**src/rtl/mem_responder.sv**
```systemverilog
// Word RAM behind a req/ack handshake with WAIT_CYCLES wait states.
// A request captured in IDLE completes with a one-cycle ack on the cycle after RESP.
module mem_responder #(
  parameter int DEPTH_LOG2  = 6,
  parameter int WAIT_CYCLES = 2
) (
  input  logic        clk,
  input  logic        reset,
  input  logic        req,
  input  logic        we,
  input  logic [31:0] addr,
  input  logic [31:0] wdata,
  output logic [31:0] rdata,
  output logic        ack,
  output logic        err,
  output logic        busy
);

  localparam int         DEPTH     = 1 << DEPTH_LOG2;
  localparam logic [3:0] WAIT_INIT = 4'(WAIT_CYCLES);

  typedef enum logic [1:0] {IDLE, WAIT, RESP} state_t;

  state_t                state;
  logic [3:0]            count;
  logic                  cap_we;
  logic [31:0]           cap_addr;
  logic [31:0]           cap_wdata;
  logic [31:0]           mem [DEPTH];
  logic                  fault;
  logic [DEPTH_LOG2-1:0] word_idx;
  logic                  ram_wr;

  // Any set bit above the word range faults, so indexing never aliases
  assign fault    = (cap_addr[1:0] != 2'b00) || (cap_addr[31:DEPTH_LOG2+2] != '0);
  assign word_idx = cap_addr[DEPTH_LOG2+1:2];
  assign ram_wr   = (state == RESP) && cap_we && !fault && !reset;
  assign busy     = (state != IDLE);

  always_ff @(posedge clk) begin
    if (ram_wr)
      mem[word_idx] <= cap_wdata;
  end

  // Results are registered on the edge that ends RESP, so reset in RESP aborts cleanly
  always_ff @(posedge clk) begin
    if (reset) begin
      state     <= IDLE;
      count     <= 4'd0;
      ack       <= 1'b0;
      err       <= 1'b0;
      rdata     <= 32'd0;
      cap_we    <= 1'b0;
      cap_addr  <= 32'd0;
      cap_wdata <= 32'd0;
    end else begin
      ack <= 1'b0;
      err <= 1'b0;
      case (state)
        IDLE: begin
          if (req) begin
            cap_we    <= we;
            cap_addr  <= addr;
            cap_wdata <= wdata;
            if (WAIT_CYCLES == 0) begin
              state <= RESP;
              count <= 4'd0;
            end else begin
              state <= WAIT;
              count <= WAIT_INIT;
            end
          end
        end
        WAIT: begin
          count <= count - 4'd1;
          if (count <= 4'd1)
            state <= RESP;
        end
        RESP: begin
          ack   <= 1'b1;
          err   <= fault;
          state <= IDLE;
          if (!cap_we)
            rdata <= fault ? 32'd0 : mem[word_idx];
        end
        default: begin
          state <= IDLE;
          count <= 4'd0;
        end
      endcase
    end
  end

endmodule

```
**config.mk**
```make
export PLATFORM = sky130hd
export DESIGN_NAME = mem_responder
export DESIGN_NICKNAME = d
export VERILOG_FILES = /design/src/rtl/mem_responder.sv
export SDC_FILE = /design/constraint.sdc
export NUM_CORES = 2
export LEC_CHECK = 0
export ABC_CLOCK_PERIOD_IN_PS = 3800
export BUFFER_PORTS_ARGS = -buffer_cell sky130_fd_sc_hd__buf_2
export CAP_MARGIN = 15
export CORE_MARGIN = 5
export CORE_UTILIZATION = 45
export DETAILED_ROUTE_END_ITERATION = 8
export PLACE_DENSITY_LB_ADDON = 0.08
export SETUP_SLACK_MARGIN = 0.05
export SYNTH_ARGS = -nofsm -noshare
export SYNTH_HDL_FRONTEND = slang
export SYNTH_SLANG_ARGS = --single-unit
export TNS_END_PERCENT = 50
```
**constraint.sdc**
```tcl
create_clock -name clk -period 3.8 [get_ports clk]
set_input_delay 0.57 -clock clk [delete_from_list [all_inputs] [get_ports clk]]
set_output_delay 0.57 -clock clk [all_outputs]
set_load 0.03 [all_outputs]
```
==> flow_summary.yaml <==
status:
  outcome: "complete, no violations"
clock_tree:
  cts.reportedPaths.clkPinSlew_ps: 60
  hold_buffers: 58
  h-tree-depth: 4
  clockBufferDepth: 3
  cts_setup_buffers: 0
  clock-root-buffer: "clkbuf_16"
  cts.sinks: 2159
  cts_tree: "built"
  ctsResizeCount: 0
  worstSkewPairLatency_ps: 840
  cts_buffers: 217
yosys:
  syn-num-nets: 3979
  synth_flop_cell: "edfxtp_1"
  yosys-top-cells-area: "edfxtp_1 (75%), mux4_2 (12%), dfxtp_1 (2.7%)"
  synth_cell_types: 55
  yosys_warnings: 0
  syn_inst: 3909
  yosys.area.top_type_share: 0.751
  synth_area_sq_um: 81900
  yosysTopAreaCell: "edfxtp_1"
  synth_edf_count: 2048
  async_flop_share: 0
  syn-mean-instance-area_sq_um: 20.9
  synth_seq_cells: 2159
  yosysSeqAreaShare: 0.778
timing:
  final_hold_viol_count: 0
  final-setup-viol-count: 0
  period_minus_slack_ps: 3300
  grt_setup_unrepaired: "no"
  fmax_mhz: 303
  worst_pin_slew_ps: 1190
  clock_skew_ps: 29.8
  finalMaxSlewViolations: 0
  tns_ps: 0
  slew_headroom: 0.209
  post-route-period-util: 0.867
die:
  start_util: 0.453
  ioPinCount: 103
  die-area_sq_um: 191000
  die_x_um: 437
  rows: 156
  die_h_um: 437
  coreArea_sq_um: 181000
global_route:
  busiest_layer: "met2"
  grtUsageMet1: 0.346
  grt_pass1_vias: 41200
  grt_pass1_wl_um: 318000
  grt_use_met3: 0.0499
  met2_usage: 0.356
  grt_max_degree: 66
  grt_antenna_before_repair: 11
  grt.overflow.total: 0
  grtUsageTotal: 0.236
setup_path:
  r2r_cells: 6
  critPathArrivalTime_ps: 4040
  crit_path_end_kind: "flop"
  cp-start-kind: "flop"
  setup.worst_path.class: "flop to flop"
  r2r_end: "rdata[13]$_SDFFE_PP0P_"
  regToRegSetupSlack_ps: 500
  required_ps: 4550
  cp_max_fo: 21
cells_and_area:
  area_delta_synth_final_pct: 16.6
  nFillCells: 14000
  final_util: 0.528
  fin_nets: 4396
  fin_area_sq_um: 95500
  layout-drive-gt1-share: 0.296
pwr:
  cellLeakagePower_nw: 29.4
  p_per_area_nw_per_um2: 531
  ir_drop_mv: 0.519
routing:
  via_count: 40900
  totalWireLength_um: 226000
  routedWlPerCell_um: 32.8
  postRouteAntennaNets: 0
  first_pass_iters: 6
  drt_iter0_markers: 4320
  drc: 0
  vias_per_cell: 5.93
place:
  io_buffers: 102
  place_area_sq_um: 87800
  gp_congestion: 0.859
  dp_hpwl_um: 136000
min_path:
  min_path_type: "input port to flop"
  hold_depth: 3
  min_from: "addr[4]"
job:
  maxCapViolCount: 0
cells by family (layout without fill, tap and decap cells):
group / after synthesis / after routing / synth area share
AOI/OAI and AO/OA: 366 / 366 / 0.0309
xor gates and xnor gates: 2 / 2 / 0.000214
adders and majority gates: 2 / 2 / 0.000306
buffers and inverters: 230 / 834 / 0.0140
DFF: 2159 / 2159 / 0.778
muxes: 648 / 648 / 0.149
other: 0 / 8 / 0
and+or+nand+nor: 502 / 502 / 0.0271
flip-flops by register name, indices dropped and copies added (netlist names), named ones only:
| signal | flops |
|---|---|
| state | 2 |
| ack | 1 |
| cap_addr | 32 |
| err | 1 |
| cap_wdata | 32 |
| cap_we | 1 |
| mem | 2048 |
| rdata | 32 |
| count | 4 |
metrics by stage:
step / instances / total power (W) / hold slack, ps / worst slack, ps
finish: 6891 / 0.0507 / 80.0 / 504
global route: 6883 / 0.0523 / 38.4 / 300
CTS: 6879 / 0.0511 / 3.45 / 520
detailed placement: 6415 / 0.0302 / 449 / 522
global placement: 6415 / 0.0302 / 442 / 522
floorplan: 3909 / 0.0288 / 436 / 137
how the worst max path moves through the flow:
| stage | slack (ps) | to | start |
|---|---|---|---|
| floorplan | 140 | mem[63][0]$_DFFE_PP_ | reset |
| global placement | 520 | rdata[4]$_SDFFE_PP0P_ | flop |
| detailed placement | 520 | rdata[13]$_SDFFE_PP0P_ | flop |
| CTS | 520 | rdata[13]$_SDFFE_PP0P_ | flop |
| global route | 300 | rdata[4]$_SDFFE_PP0P_ | flop |
| finish | 500 | rdata[13]$_SDFFE_PP0P_ | flop |
Yosys cell counts, types with 5 or more instances:
cell and number:
a211oi_1 5, a21oi_1 120, a22o_1 6, a22oi_1 64, a311oi_1 7, a32o_1 24, and2_0 22, buf_1 17
buf_2 69, buf_4 29, buf_6 11, clkbuf_1 97, dfxtp_1 111, edfxtp_1 2048, inv_1 6, mux2_2 101
mux2i_1 98, mux4_2 449, nand2_1 253, nand2b_1 10, nand3_1 39, nor2_1 95, nor2b_1 14, nor3_1 27
nor3b_1 5, nor4_1 8, o2111ai_1 46, o21ai_0 7, o22ai_1 55, o31ai_1 6, or3_1 6
cell type report:
class,count,area [sq um],area share
diodes,8,20.0,0.000210
clock inverters,115,942,0.00987
flip-flops and latches,2159,63800,0.668
inverters,6,22.5,0.000236
repair buffers,422,4180,0.0438
multi-input cells,1520,17500,0.184
clock buffers,291,6010,0.0629
well taps,2370,2970,0.0311
report_power, final:
group	switching [W]	leakage [nW]	internal, W
combinational	0.00183	6.52	0.00119
sequential	0.000454	19.5	0.0263
clock	0.00895	3.42	0.0120
worst max-delay path, cell delays in order, from the launching register on:
cell     delay, ps
dfxtp_4        670
buf_4          390
nor2b_4        880
a22oi_1        150
nand3_1        410
o21ai_0        360
o31ai_1        320
cells in the final DEF, fill, tap and decap left out, types with 39 or more instances in the layout:
cell type	Yosys	layout
buf_4	29	172
nand2_1	253	252
o2111ai_1	46	46
mux2i_1	98	98
a22oi_1	64	64
dlygate4sd3_1	0	58
clkinv_2	0	45
nand3_1	39	39
dfxtp_1	111	74
clkinv_1	0	46
clkbuf_16	0	224
mux2_2	101	101
nor2_4	0	66
buf_2	69	102
o22ai_1	55	55
buf_12	0	90
mux4_2	449	449
edfxtp_1	2048	2048
clkbuf_1	97	52
a21oi_1	120	120
routing by layer:
metal,routed length (um),part of all wire
met5,0,0
met4,7970,0.035
met2,103000,0.46
met1,98600,0.44
met3,16300,0.072
(Power assumes the default switching activity.)
